==> src/rtl/afe_pkg.sv <==
// Shared definitions for the AFE channel aggregator: state encoding, default
// widths and the saturate/sign-extend helper.
package afe_pkg;

  typedef enum logic {
    COLLECT = 1'b0,
    PEND    = 1'b1
  } state_t;

  localparam int DEF_N_CH   = 2;
  localparam int DEF_IN_W   = 24;
  localparam int DEF_DATA_W = 22;
  localparam int DEF_OUT_W  = 24;

  // Clamp a sign-extended value into signed data_w range; the caller truncates
  // the 64-bit result to its field width, which keeps the sign extension.
  function automatic logic signed [63:0] sat_ext(input logic signed [63:0] v,
                                                 input int unsigned data_w);
    logic signed [63:0] hi;
    logic signed [63:0] lo;
    hi = (64'sd1 <<< (data_w - 1)) - 64'sd1;
    lo = -(64'sd1 <<< (data_w - 1));
    if (v > hi)      return hi;
    else if (v < lo) return lo;
    else             return v;
  endfunction

endpackage

==> src/rtl/afe_chan_sub.sv <==
// One AFE channel: ambient subtraction (when AFE_AMB_SUB_EN is defined),
// saturation to DATA_W, sign extension to OUT_W, and the capture register.
module afe_chan_sub
  import afe_pkg::*;
#(
  parameter int IN_W   = DEF_IN_W,
  parameter int DATA_W = DEF_DATA_W,
  parameter int OUT_W  = DEF_OUT_W
) (
  input  logic            clk,
  input  logic            rst_n,
  input  logic            i_cap,
  input  logic [IN_W-1:0] i_led1,
  input  logic [IN_W-1:0] i_aled1,
  input  logic [IN_W-1:0] i_led2,
  input  logic [IN_W-1:0] i_aled2,
  output logic [OUT_W-1:0] o_r2,
  output logic [OUT_W-1:0] o_r1
);

  logic signed [IN_W:0] w_d2;
  logic signed [IN_W:0] w_d1;

`ifdef AFE_AMB_SUB_EN
  assign w_d2 = $signed({i_led2[IN_W-1], i_led2}) - $signed({i_aled2[IN_W-1], i_aled2});
  assign w_d1 = $signed({i_led1[IN_W-1], i_led1}) - $signed({i_aled1[IN_W-1], i_aled1});
`else
  logic w_aled_unused;
  assign w_aled_unused = ^{i_aled1, i_aled2};
  assign w_d2 = $signed({i_led2[IN_W-1], i_led2});
  assign w_d1 = $signed({i_led1[IN_W-1], i_led1});
`endif

  logic [OUT_W-1:0] r_r2_p0;
  logic [OUT_W-1:0] r_r1_p0;

  // p0: capture register, holds the latest accepted sample
  always_ff @(posedge clk or negedge rst_n) begin
    if (!rst_n) begin
      r_r2_p0 <= '0;
      r_r1_p0 <= '0;
    end else if (i_cap) begin
      r_r2_p0 <= OUT_W'(sat_ext(64'(w_d2), DATA_W));
      r_r1_p0 <= OUT_W'(sat_ext(64'(w_d1), DATA_W));
    end
  end

  assign o_r2 = r_r2_p0;
  assign o_r1 = r_r1_p0;

endmodule

==> src/rtl/afe_chan_aggregator.sv <==
// Collects one result pair per enabled AFE channel into a packed frame with a
// valid/ready handshake, overrun accounting and a conversion alarm.
// Optional ambient subtraction is enabled by defining AFE_AMB_SUB_EN.
module afe_chan_aggregator
  import afe_pkg::*;
#(
  parameter int N_CH   = DEF_N_CH,
  parameter int IN_W   = DEF_IN_W,
  parameter int DATA_W = DEF_DATA_W,
  parameter int OUT_W  = DEF_OUT_W
) (
  input  logic                   clk,
  input  logic                   rst_n,
  input  logic [N_CH-1:0]        ch_mask,
  input  logic [N_CH-1:0]        smp_valid,
  input  logic [N_CH*IN_W-1:0]   led1,
  input  logic [N_CH*IN_W-1:0]   aled1,
  input  logic [N_CH*IN_W-1:0]   led2,
  input  logic [N_CH*IN_W-1:0]   aled2,
  input  logic [N_CH-1:0]        conver,
  output logic                   frame_valid,
  input  logic                   frame_ready,
  output logic [N_CH*2*OUT_W-1:0] frame_data,
  input  logic                   err_clr,
  output logic                   ovr_err,
  output logic [15:0]            drop_cnt,
  output logic                   alm
);

  state_t          r_state;
  logic [N_CH-1:0] r_got;
  logic [N_CH-1:0] r_mask;
  logic            r_fv;
  logic            r_ovr;
  logic [15:0]     r_drop;
  logic            r_alm;

  logic [N_CH-1:0] w_eff_mask;
  logic [N_CH-1:0] w_smp;
  logic [N_CH-1:0] w_cap;
  logic [N_CH-1:0] w_got_nxt;
  logic            w_hs;
  logic            w_drop;

  // The mask is frozen while a frame is pending so the frame stays coherent.
  assign w_eff_mask = (r_state == PEND) ? r_mask : ch_mask;
  assign w_hs       = r_fv & frame_ready;
  assign w_smp      = smp_valid & w_eff_mask;
  assign w_cap      = ((r_state == COLLECT) || w_hs) ? w_smp : '0;
  assign w_drop     = (r_state == PEND) && !w_hs && (|w_smp);
  assign w_got_nxt  = (r_got | w_cap) & ch_mask;

  always_ff @(posedge clk or negedge rst_n) begin
    if (!rst_n) begin
      r_state <= COLLECT;
      r_got   <= '0;
      r_mask  <= '0;
      r_fv    <= 1'b0;
      r_ovr   <= 1'b0;
      r_drop  <= '0;
      r_alm   <= 1'b0;
    end else begin
      case (r_state)
        COLLECT: begin
          r_got <= w_got_nxt;
          if ((ch_mask != '0) && (w_got_nxt == ch_mask)) begin
            r_state <= PEND;
            r_fv    <= 1'b1;
            r_mask  <= ch_mask;
          end
        end
        PEND: begin
          if (w_hs) begin
            r_state <= COLLECT;
            r_fv    <= 1'b0;
            r_got   <= w_cap;
          end
        end
        default: r_state <= COLLECT;
      endcase

      // A drop in the same cycle as a clear leaves a fresh count of one.
      if (w_drop && err_clr) begin
        r_ovr  <= 1'b1;
        r_drop <= 16'd1;
      end else if (err_clr) begin
        r_ovr  <= 1'b0;
        r_drop <= '0;
      end else if (w_drop) begin
        r_ovr <= 1'b1;
        if (r_drop != 16'hFFFF) r_drop <= r_drop + 16'd1;
      end

      r_alm <= r_fv & (|(conver & w_eff_mask));
    end
  end

  logic [OUT_W-1:0] w_r2 [N_CH];
  logic [OUT_W-1:0] w_r1 [N_CH];

  for (genvar g = 0; g < N_CH; g++) begin : g_ch
    afe_chan_sub #(
      .IN_W  (IN_W),
      .DATA_W(DATA_W),
      .OUT_W (OUT_W)
    ) u_sub (
      .clk    (clk),
      .rst_n  (rst_n),
      .i_cap  (w_cap[g]),
      .i_led1 (led1[g*IN_W +: IN_W]),
      .i_aled1(aled1[g*IN_W +: IN_W]),
      .i_led2 (led2[g*IN_W +: IN_W]),
      .i_aled2(aled2[g*IN_W +: IN_W]),
      .o_r2   (w_r2[g]),
      .o_r1   (w_r1[g])
    );
    // Channel 0 occupies the most significant field pair.
    assign frame_data[(N_CH-1-g)*2*OUT_W +: 2*OUT_W] =
      r_mask[g] ? {w_r2[g], w_r1[g]} : '0;
  end

  assign frame_valid = r_fv;
  assign ovr_err     = r_ovr;
  assign drop_cnt    = r_drop;
  assign alm         = r_alm;

endmodule

==> config.mk <==
export PLATFORM = sky130hd
export DESIGN_NAME = afe_chan_aggregator
export DESIGN_NICKNAME = d
export VERILOG_FILES = /design/src/rtl/afe_pkg.sv /design/src/rtl/afe_chan_sub.sv /design/src/rtl/afe_chan_aggregator.sv
export SDC_FILE = /design/constraint.sdc
export NUM_CORES = 1
export LEC_CHECK = 0
export CELL_PAD_IN_SITES_DETAIL_PLACEMENT = 1
export CELL_PAD_IN_SITES_GLOBAL_PLACEMENT = 1
export CORE_MARGIN = 8
export CORE_UTILIZATION = 30
export DETAILED_ROUTE_END_ITERATION = 7
export PLACE_DENSITY_LB_ADDON = 0.1
export SYNTH_ARGS = -nofsm -noshare
export SYNTH_HDL_FRONTEND = slang
export SYNTH_SLANG_ARGS = --single-unit
==> constraint.sdc <==
create_clock -name clk -period 2.45 [get_ports clk]
set_input_delay 0.6125 -clock clk [delete_from_list [all_inputs] [get_ports clk]]
set_output_delay 0.6125 -clock clk [all_outputs]
set_load 0.02 [all_outputs]
After elaboration in Yosys (flattened, before gate mapping)
Index checks and enable logic that the tools add are counted.

word-level totals
  register bits = 120
  bits of input ports = 202

cells by class
  $add $sub $neg = 1
  order comparisons = 8
  eq/ne operators = 4
  muxes and demuxes = 27
  bitwise operators = 7
  reductions and logical operators = 14

operators by type and width
  kind                                                              number
  two-way mux 24 bit                                                8
  greater-than comparator 24 x 22 -> 1 bit (second input constant)  4
  < comparator 24 x 22 -> 1 bit (second input constant)             4
  two-way mux 48 bit                                                2
  two-way mux 16 bit                                                4
  adder 16 x 1 -> 16 bit (second input constant)                    1
  != test 16 bit (second input constant)                            1
  two-way mux 1 bit                                                 7
  bitwise AND 2 bit                                                 3
  two-way mux 2 bit                                                 3
  AND reduction 2 bit                                               3
  nonzero test 3 bit                                                2
  logical AND 1 bit                                                 4
  != test 2 x 1 -> 1 bit (second input constant)                    2
  case mux 1 bit (2 select lines)                                   2
  case mux 2 bit (2 select lines)                                   1
  OR reduction 2 bit                                                2
  bitwise AND 1 bit                                                 2
  == test 2 bit                                                     1
  bitwise OR 2 bit                                                  1
  nonzero test 2 bit                                                1
  logical NOT 1 bit                                                 1
  logical OR 1 bit                                                  1
  inverter 1 bit                                                    1

Logic depth before layout (Yosys ltp)
Gate-level depths: netlist of the first run.

  depth in word-level cells = 9
  mapped depth = 7
  gate-level depth less buffers = 6

Hierarchy
From an unflattened synthesis of the first run, not the netlist that was laid out.

unflattened totals
  cell total of the unflattened synthesis = 687
  area total of the unflattened synthesis = 6382.4 µm²

by module, submodules not included
  module               times used  cells an instance  area each (µm²)  sequential area each (µm²)
  afe_chan_sub         2           216                2139.6           1201.2
  afe_chan_aggregator  1           255                2103.3           600.6

Worst setup path before layout of the first run
No wires, ideal clock.

  kind = input-to-reg
  from = input port err_clr
  to = register r_drop[7] (netlist: drop_cnt[7])
  data arrival time = 1.817 ns
  required time = 2.325 ns
  setup slack = 0.508 ns
  cell stages on the path = 5
  path through = nand3b_1 > nor4_4 > nand2_1 > nand3_1 > mux2_2

between the ends
  word-level cells in the longest chain between the ends = 3
  elaborated cells on any way between the ends = 6
  classes of those cells = mux: 2; reduce/logical: 4

ends and longest elaborated chain
  what                           RTL line                   text
  from (decl)                    afe_chan_aggregator.sv:24  input logic err_clr,
  logical AND 1 bit              afe_chan_aggregator.sv:83  if (w_drop && err_clr) begin
  nonzero test 3 bit (no line)   --
  AND reduction 2 bit (no line)  --
  to (signal assigned)           afe_chan_aggregator.sv:91  if (r_drop != 16'hFFFF) r_drop <= r_drop + 16'd1;
  to (decl)                      afe_chan_aggregator.sv:35  logic [15:0] r_drop;

Several ways; a longest one is shown, not always the timed one.
A chain may end at the register's enable or synchronous reset.

Worst setup path after layout of the first run
  from = register r_mask[1]
  to = output port frame_data[41]

between the ends
  word-level cells in the longest chain between the ends = 1

ends and longest elaborated chain
  what                    RTL line                    text
  from (decl)             afe_chan_aggregator.sv:32   logic [N_CH-1:0] r_mask;
  from (signal assigned)  afe_chan_aggregator.sv:69   r_mask <= ch_mask;
  two-way mux 48 bit      afe_chan_aggregator.sv:119  r_mask[g] ? {w_r2[g], w_r1[g]} : '0;
  to (decl)               afe_chan_aggregator.sv:23   output logic [N_CH*2*OUT_W-1:0] frame_data,

Every way passes these cells.

==> out/qor.csv, run 1 <==
metric;value;unit
total_of_flip_flops_plus_latches_after_synthesis;120;
wl_per_cell;17.6;µm
first_pass_iters;4;
grt_util_all_layers;0.172;
ant_nets;0;
cts_max_level;4;
cellPowerDensity;1100;nW/µm²
place_hpwl;14.6;mm
worst_slew_margin_rel;0.506;
vias_after_detailed_routing;5720;
worstPathArrival;1.67;ns
hold_class;primary input to async pin;
critical_path_peak_fanout;27;
portBuffers;220;
finalWirelength;20.9;mm
ys.warnings.count;0;
finalCriticalPeriod;2.29;ns
worst_skew_pair.late_latency;0.42;ns
worst_ir_drop_vdd;0.548;mV
first_global_vias;6378;
worst_setup_path_start_kind;register;
fin_ws;0.164;ns
initial_core_util;0.302;
drt-initial-drc-count;220;
layout-drive-gt1-share;0.0710;
max_freq;0.438;GHz
antenna_diode_count;0;
dpl-instance-area;8610;µm²
finalMaxSlewViolations;0;
syn-instance-count;694;
core_area;20000;µm²
grt-busiest-layer;met2;
globalRouteMet2Util;0.299;
drv.max_cap_violation_count;0;
fillers;2337;
wire_length_of_the_first_global_routing_pass;33.5;mm
leakage;4.39;nW
clock_tree_from_tritoncts;done;
globalplace.congestion;0.753;
timing.critical_path.required;1.84;ns
setup.worst_path.class;register to output port;
cell_area_after_synthesis;6030;µm²
num-nets-final;1111;
skew;0.00867;ns
cts_inserted_buffers;17;
overflow;0;
die_w;158;µm
finalNonFillerCells;1186;
rows;52;
setup_repair_after_global_routing_missed_its_margin;no;
dp_worst_setup_slack;-0.0847;ns
grtUsageMet1;0.188;
cts_max_path_bufs;2;
synth-seq-area-share;0.498;
vias_per_cell;4.82;
clkSinkCount;120;
grt_start_max_net_pins;97;
io_pins;317;
worst_pin_slew;0.741;ns
synthToLayoutAreaGrowth;51.8;%
crit_path_end_kind;output port;
clockRootBuffer;sky130_fd_sc_hd__clkbuf_16;
status;finished clean;
design_area;9150;µm²
post_placement_cell_count;1154;
detail_route.drc_violations;0;
initial_antenna_violation_count;0;
post_syn_area_per_cell;8.68;µm²
use_met3;0.0677;
layout_worst_path_cycle_share;0.933;
die_area;24900;µm²
die_y_extent;158;µm
synth.net_count;901;
finalHoldViolations;0;
report.final.setup_viol;0;
synthDistinctLibCells;42;
clk_pin_slew_worst_paths;0.05;ns
[metrics by stage]
stage / total power, mW / hold slack, ns / TNS, ns / utilization
detailed placement: 8.14 / 0.458 / -0.884 / 0.431
global route: 10.8 / 0.186 / 0 / 0.458
global placement: 7.96 / 0.455 / 0 / 0.431
floorplan: 5.74 / 0.317 / 0 / -
finish: 10.1 / 0.169 / 0 / 0.458
CTS: 10.3 / 0.167 / 0 / 0.456
[layout by cell type (no fill, tap or decap), drive strengths merged, types with 13 or more instances in the layout]
| master | n |
|---|---|
| a21oi | 89 |
| and2 | 97 |
| buf | 22 |
| clkbuf | 22 |
| clkdlybuf4s50 | 123 |
| dfrtp | 120 |
| dlygate4sd2 | 81 |
| dlymetal6s2s | 15 |
| nand2 | 112 |
| nand3 | 13 |
| nor2 | 35 |
| o21ai | 96 |
[Yosys cell counts (all sizes together)]
library cell	instances	area, µm²
dfrtp	120	3000
nand2	112	420
and2	97	607
o21ai	96	484
a21oi	89	445
clkbuf	39	146
nor2	35	131
nand3	13	95.1
buf	12	60.1
inv	12	45.0
o31ai	11	82.6
xnor2	10	87.6
nor4	7	65.1
ha	5	62.6
a211oi	4	35.0
a22o	4	43.8
nor3	4	20.0
nor2b	3	18.8
a22oi	2	15.0
and3	2	17.5
mux2i	2	20.0
nand2b	2	12.5
nand3b	2	15.0
nand4	2	12.5
a21o	1	7.51
a31oi	1	6.26
and4	1	8.76
mux2	1	11.3
nor3b	1	7.51
o22a	1	8.76
o2bb2ai	1	8.76
or3	1	11.3
or4	1	11.3
[metal layers]
layer | vias up | wire length, µm
met2 | 138 | 10300
met4 | 0 | 283
met5 | - | 0
li1 | 2760 | -
met1 | 2806 | 8530
met3 | 16 | 1760
[power breakdown]
| group | switching (mW) | internal, mW |
|---|---|---|
| Clock | 0.901 | 1.53 |
| Combinational | 2.54 | 1.84 |
| Sequential | 0.462 | 2.80 |
[critical path, cell delays in order, from the launching register on]
cell and delay [ns]:
sky130_fd_sc_hd__dfrtp_1 0.41, sky130_fd_sc_hd__bufbuf_16 0.34, sky130_fd_sc_hd__and2_1 0.14, sky130_fd_sc_hd__dlygate4sd2_1 0.36
[registers in the layout (all words and copies together) (netlist names)]
name / count
g_ch.u_sub.o_r1: 48
r_state: 1
g_ch.u_sub.o_r2: 48
r_got: 2
frame_valid: 1
ovr_err: 1
alm: 1
drop_cnt: 16
r_mask: 2
[timing repair]
| item | in CTS | in global routing |
|---|---|---|
| resized for setup | 82 | 15 |
| gates cloned | 1 | 0 |
| hold buffers | 0 | 0 |
| pin swaps | 0 | 0 |
| endpoints found under the setup margin | 85 | 15 |
| setup buffers | 0 | 0 |
[kinds of logic (layout without fill, tap and decap cells)]
| family | Yosys count | in the layout | share of synthesized area |
|---|---|---|---|
| flops | 120 | 120 | 0.498 |
| compound gates | 210 | 210 | 0.189 |
| xor+xnor | 10 | 10 | 0.0145 |
| buf+inv | 63 | 285 | 0.0417 |
| mux | 3 | 3 | 0.00519 |
| fa+ha+maj | 5 | 5 | 0.0104 |
| simple gates | 283 | 283 | 0.241 |
[path summary, 6_finish.rpt]
| check | start | to | slack [ns] | depth (start not counted) |
|---|---|---|---|---|
| hold / removal | rst_n | g_ch[0].u_sub.o_r1[19] | 0.17 | 1 |
| min in group clk | g_ch[0].u_sub.o_r2[14] | g_ch[0].u_sub.o_r2[14] | 0.47 | 2 |
| max in group asynchronous | rst_n | g_ch[0].u_sub.o_r2[9] | 1.60 | 2 |
| setup reg to reg | r_mask[1] | drop_cnt[10] | 0.49 | 7 |
| hold reg to reg | g_ch[0].u_sub.o_r2[14] | g_ch[0].u_sub.o_r2[14] | 0.47 | 2 |
| setup / recovery | r_mask[1] | frame_data[41] | 0.16 | 3 |
[cell type report]
cell class                      count  area [µm²]  area share
Tap cell                          270         338      0.0369
Clock buffer                       22         464      0.0507
Inverter                           12        45.0     0.00492
Clock inverter                      9         100      0.0109
Sequential cell                   120        3000       0.328
Timing Repair Buffer              242        2410       0.264
Multi-Input combinational cell    511        2780       0.304
No activity file was read; power rests on OpenSTA's default activity.
==> run 2: changes to the inputs <==
- CORE_ASPECT_RATIO: unset -> 2
- MAX_ROUTING_LAYER: unset -> met4
==> out/qor.csv, run 2 (synthesis gave the netlist of run 1 again) <==
metric;value;unit;change
rows;73;;+40%
setup.reg_to_reg.worst_slack;0.46;ns;-0.03 ns
setup_repair_after_global_routing_missed_its_margin;no;;
critical_path_peak_fanout;27;;unchanged
worstPathArrival;1.78;ns;+0.11 ns
status;finished clean;;
initial_core_util;0.304;;+0.00234
timing.rr.end;drop_cnt[7];;
place_hpwl;15.7;mm;+7.3%
final_common_cell;sky130_fd_sc_hd__clkdlybuf4s50_1;;
cellPowerDensity;1150;nW/µm²;+4.0%
report.final.setup_viol;0;;unchanged
worst_skew_pair.late_latency;0.42;ns;about the same
io_pins;317;;unchanged
finalWirelength;21.5;mm;+2.9%
dp_worst_setup_slack;-0.178;ns;-0.0930 ns
antenna_diode_count;0;;unchanged
fillers;2335;;-0.086%
die_area;25200;µm²;+1.1%
grt_util_all_layers;0.180;;+0.00777
worst_pin_slew;0.755;ns;+0.0148 ns
drv.max_cap_violation_count;0;;unchanged
initial_antenna_violation_count;0;;unchanged
leakage;4.31;nW;-1.8%
clockRootBuffer;sky130_fd_sc_hd__clkbuf_16;;
finalMaxSlewViolations;0;;unchanged
layout_common_cells;146 x sky130_fd_sc_hd__clkdlybuf4s50_1, 118 x sky130_fd_sc_hd__dfrtp_1, 111 x sky130_fd_sc_hd__nand2_1;;
wl_per_cell;18.2;µm;+3.3%
clock_tree_from_tritoncts;done;;
core_area;19800;µm²;-0.77%
worstRegToRegCells;6;;-1
setup.worst_path.class;register to output port;;
finalHoldViolations;0;;unchanged
first_pass_iters;4;;unchanged
ctsHoldBuffers;0;;unchanged
portBuffers;220;;unchanged
timing.critical_path.required;1.84;ns;about the same
first_global_vias;6397;;+0.30%
clkSinkCount;120;;unchanged
grt_start_max_net_pins;121;;+25%
layout-drive-gt1-share;0.0793;;+0.00839
layout_worst_path_cycle_share;0.977;;+0.0444
crit_path_end_kind;output port;;
skew;0.00776;ns;-0.000914 ns
cts_inserted_buffers;17;;unchanged
cts_max_level;4;;unchanged
finalNonFillerCells;1182;;-0.34%
ant_nets;0;;unchanged
worst_slew_margin_rel;0.496;;-0.00990
wire_length_of_the_first_global_routing_pass;34.1;mm;+1.9%
worst_ir_drop_vdd;0.663;mV;+21%
dpl-instance-area;8670;µm²;+0.61%
max_freq;0.418;GHz;-4.5%
overflow;0;;unchanged
r2r-start;drop_cnt[1];;
die_y_extent;216;µm;+37%
design_area;9310;µm²;+1.8%
post_placement_cell_count;1149;;-0.43%
clk_pin_slew_worst_paths;0.06;ns;about the same
synthToLayoutAreaGrowth;54.5;%;
vias_per_cell;4.84;;+0.29%
globalplace.congestion;0.759;;+0.72%
num-nets-final;1115;;+0.36%
drt-initial-drc-count;151;;-31%
die_w;116;µm;-26%
vias_after_detailed_routing;5717;;-0.052%
cts_max_path_bufs;2;;unchanged
finalCriticalPeriod;2.39;ns;+0.109 ns
detail_route.drc_violations;0;;unchanged
fin_ws;0.0556;ns;-0.109 ns
hold_class;primary input to async pin;;
worst_setup_path_start_kind;register;;
-- run 2: how the worst max path moves through the flow --
stage	startpoint	endpoint	slack, ns	cells past startpoint
2_1_floorplan	err_clr	drop_cnt[7]	0.51	5
3_3_place_gp	led1[46]	g_ch[1].u_sub.o_r1[1]	-0.008	6
3_5_place_dp	led1[45]	g_ch[1].u_sub.o_r1[8]	-0.18	6
4_1_cts	r_mask[1]	frame_data[4]	0.0001	3
5_1_grt	r_mask[1]	frame_data[29]	0.002	3
6_report	r_mask[1]	frame_data[29]	0.06	3
-- run 2: area by class of cell --
type | instances | area (µm²) | area share
sequential | 120 | 3010 | 0.323
multi-input combinational | 511 | 2790 | 0.299
timing repair buffer | 246 | 2480 | 0.267
clock buffer | 23 | 498 | 0.0535
tap | 262 | 328 | 0.0352
clock inverter | 8 | 165 | 0.0177
inverter | 12 | 45.0 | 0.00484
-- run 2: per-layer routing --
metal / up-vias / routed length, µm / track usage
met5: - / 0 / -
met4: 0 / 331 / 0.0653
met3: 24 / 1710 / 0.0618
met2: 174 / 11000 / 0.304
met1: 2759 / 8410 / 0.188
li1: 2760 / - / -
-- run 2: repair_timing --
item	CTS	global route
setup buffers	1	0
gates resized for setup	67	8
gates cloned	1	0
endpoints found under the setup margin	96	8
-- run 2: power by group --
part           total [mW]  internal, mW  switching (mW)
combinational        4.58          2.01            2.57
sequential           3.28          2.81           0.470
clock                2.83          1.93           0.897
total                10.7          6.75            3.94
-- run 2: metrics by stage --
| stage | hold slack, ns | utilization | power [mW] | TNS [ns] |
|---|---|---|---|---|
| CTS | 0.327 | 0.469 | 10.9 | 0 |
| global placement | 0.454 | 0.437 | 8.03 | -0.0152 |
| global route | 0.344 | 0.470 | 11.4 | 0 |
| floorplan | 0.317 | - | 5.74 | 0 |
| finish | 0.298 | 0.470 | 10.7 | 0 |
| detailed placement | 0.463 | 0.437 | 8.24 | -2.33 |
-- run 2: critical path: stages (launching register included) --
cell	delay, ns
sky130_fd_sc_hd__dfrtp_2	0.43
sky130_fd_sc_hd__buf_12	0.18
sky130_fd_sc_hd__and2_1	0.14
sky130_fd_sc_hd__clkdlybuf4s50_1	0.60
==> run 3: changes to the inputs <==
- CORE_UTILIZATION: 30 -> 32
- HOLD_SLACK_MARGIN: unset -> 0.08
- SYNTH_HIERARCHICAL: unset -> 1
==> out/qor.csv, run 3 <==
metric;value;unit;change
status;finished clean;;
die_y_extent;216;µm;-0.33%
timing.critical_path.required;1.84;ns;about the same
finalHoldViolations;0;;unchanged
report.final.setup_viol;0;;unchanged
synthDistinctLibCells;54;;+29%
ant_nets;0;;unchanged
core_area;19700;µm²;-0.46%
io_pins;317;;unchanged
first_pass_iters;4;;unchanged
synth_top_area_frac;0.470;;-0.0277
globalplace.congestion;0.782;;+3.0%
synthTopCellsByArea;sky130_fd_sc_hd__dfrtp_1 47%, sky130_fd_sc_hd__and2_1 9.5%, sky130_fd_sc_hd__nand2b_1 8.9%;;
place_hpwl;16.7;mm;+6.2%
cts_max_level;4;;unchanged
synth.cells.most_frequent;120 x sky130_fd_sc_hd__dfrtp_1, 97 x sky130_fd_sc_hd__and2_1, 91 x sky130_fd_sc_hd__nand2b_1, 91 x sky130_fd_sc_hd__nor2_1, 84 x sky130_fd_sc_hd__a31oi_1;;
rows;73;;unchanged
worst_skew_pair.late_latency;0.42;ns;about the same
setup_repair_after_global_routing_missed_its_margin;no;;
worst_pin_slew;0.978;ns;+0.222 ns
ys.warnings.count;6;;+6
portBuffers;220;;unchanged
grt_util_all_layers;0.186;;+0.00588
worstPathArrival;1.78;ns;about the same
initial_antenna_violation_count;0;;unchanged
synth-seq-area-share;0.470;;-0.0277
skew;0.00797;ns;+0.000213 ns
drt-initial-drc-count;209;;+38%
finalWirelength;22.2;mm;+3.4%
num-nets-final;1117;;+0.18%
fin_total_pwr;11.6;mW;+8.6%
final_common_cell;sky130_fd_sc_hd__clkdlybuf4s50_1;;
synthToLayoutAreaGrowth;53.6;%;
cts_max_path_bufs;2;;unchanged
multi_input_logic_area;3050;µm²;+9.7%
worst_setup_path_start_kind;register;;
first_global_vias;6655;;+4.0%
finalMaxSlewViolations;0;;unchanged
vias_per_cell;4.89;;+1.2%
layout-drive-gt1-share;0.105;;+0.0257
drv.max_cap_violation_count;0;;unchanged
clockRootBuffer;sky130_fd_sc_hd__clkbuf_16;;
initial_core_util;0.324;;+0.0194
die_area;25000;µm²;-0.65%
setup.worst_path.class;register to output port;;
post_syn_area_per_cell;9.29;µm²;+7.0%
cellPowerDensity;1180;nW/µm²;+3.1%
wl_per_cell;18.8;µm;+3.1%
syn-instance-count;687;;-1.0%
max_freq;0.417;GHz;about the same
crit_path_end_kind;output port;;
die_w;116;µm;-0.31%
worst_ir_drop_vdd;0.508;mV;-23%
finalCriticalPeriod;2.40;ns;+0.00220 ns
synth-async-reset-ratio;1.00;;unchanged
grt_start_max_net_pins;46;;-62%
synth.net_count;894;;-0.78%
synth_top_flop_cell;sky130_fd_sc_hd__dfrtp_1;;
seqCellArea;3000;µm²;about the same
detail_route.drc_violations;0;;unchanged
hold_class;primary input to async pin;;
clock_tree_from_tritoncts;done;;
worst_slew_margin_rel;0.348;;-0.148
layout_worst_path_cycle_share;0.978;;about the same
synth_enable_flop_cells;0;;unchanged
wire_length_of_the_first_global_routing_pass;35.6;mm;+4.2%
antenna_diode_count;0;;unchanged
clkSinkCount;120;;unchanged
ctsHoldBuffers;0;;unchanged
overflow;0;;unchanged
vias_after_detailed_routing;5799;;+1.4%
fillers;2294;;-1.8%
whs;0.218;ns;-0.0795 ns
yosysTopAreaCell;sky130_fd_sc_hd__dfrtp_1;;
cts_inserted_buffers;17;;unchanged
total_of_flip_flops_plus_latches_after_synthesis;120;;unchanged
cell_area_after_synthesis;6380;µm²;+5.9%
finish.utilization;0.497;;+0.0272
synth_most_common_cell;sky130_fd_sc_hd__dfrtp_1;;
clk_pin_slew_worst_paths;0.06;ns;about the same
layout_common_cells;146 x sky130_fd_sc_hd__clkdlybuf4s50_1, 119 x sky130_fd_sc_hd__dfrtp_1, 96 x sky130_fd_sc_hd__and2_1;;
leakage;4.64;nW;+7.6%
critical_path_peak_fanout;15;;-44%
-- run 3: logic make-up after synthesis --
| family | share of synthesized area |
|---|---|
| AO/OA/AOI/OAI | 0.148 |
| adder cells (fa/ha/maj) | 0.00980 |
| buffers and inverters | 0.0547 |
| flip-flops | 0.470 |
| multiplexers | 0.0149 |
| AND/OR/NAND/NOR | 0.302 |
-- run 3: layout make-up --
cell class,count,share of cell area
Sequential cell,120,0.306
Clock inverter,11,0.0172
Tap cell,262,0.0334
Inverter,17,0.00651
Timing Repair Buffer,257,0.276
Clock buffer,21,0.0490
Multi-Input combinational cell,497,0.312
-- run 3: routing by layer --
layer,part of all wire,track usage
met3,0.061,0.0517
met5,0,-
met1,0.40,0.196
met2,0.51,0.320
met4,0.021,0.0662
-- run 3: worst max-delay path: stages (launching register included) --
cell and delay [ns]:
sky130_fd_sc_hd__dfrtp_2 0.43, sky130_fd_sc_hd__buf_12 0.14, sky130_fd_sc_hd__and2_1 0.16, sky130_fd_sc_hd__clkdlybuf4s50_1 0.63
-- run 3: final timing paths --
| path | startpoint | end | slack (ns) | cells after the start |
|---|---|---|---|---|
| setup / recovery | r_mask[1] | frame_data[33] | 0.05 | 3 |
| hold / removal | rst_n | g_ch[1].u_sub/o_r1[8] | 0.22 | 1 |
| setup reg to reg | drop_cnt[0] | drop_cnt[8] | 0.48 | 6 |
| hold reg to reg | g_ch[1].u_sub/o_r1[21] | g_ch[1].u_sub/o_r1[21] | 0.48 | 1 |
| max in group asynchronous | rst_n | g_ch[0].u_sub/o_r1[0] | 1.57 | 2 |
| min in group clk | g_ch[1].u_sub/o_r1[21] | g_ch[1].u_sub/o_r1[21] | 0.48 | 1 |
-- run 3: what timing repair did --
item | CTS | global route
setup buffers | 1 | 0
pin swaps | 0 | 0
setup endpoints to repair | 68 | 45
resized for setup | 29 | 45
cloned | 0 | 0
-- run 3: per-stage QoR --
stage                      TNS, ns  worst slack [ns]  instance area, µm²  cells
after floorplan                  0             0.533                6380    687
after global placement           0            0.0741                9070   1152
after detailed placement  -0.00528          -0.00401                9070   1152
after CTS                        0           0.00351                9690   1185
after global routing             0           0.00281                9800   1185
final                            0            0.0534                9800   1185
-- run 3: report_power, final --
group          leakage [nW]  total, mW  switching [mW]  internal, mW
clock                 0.307       2.76           0.949          1.81
combinational          2.95       5.55            2.95          2.60
sequential             1.38       3.30           0.477          2.82
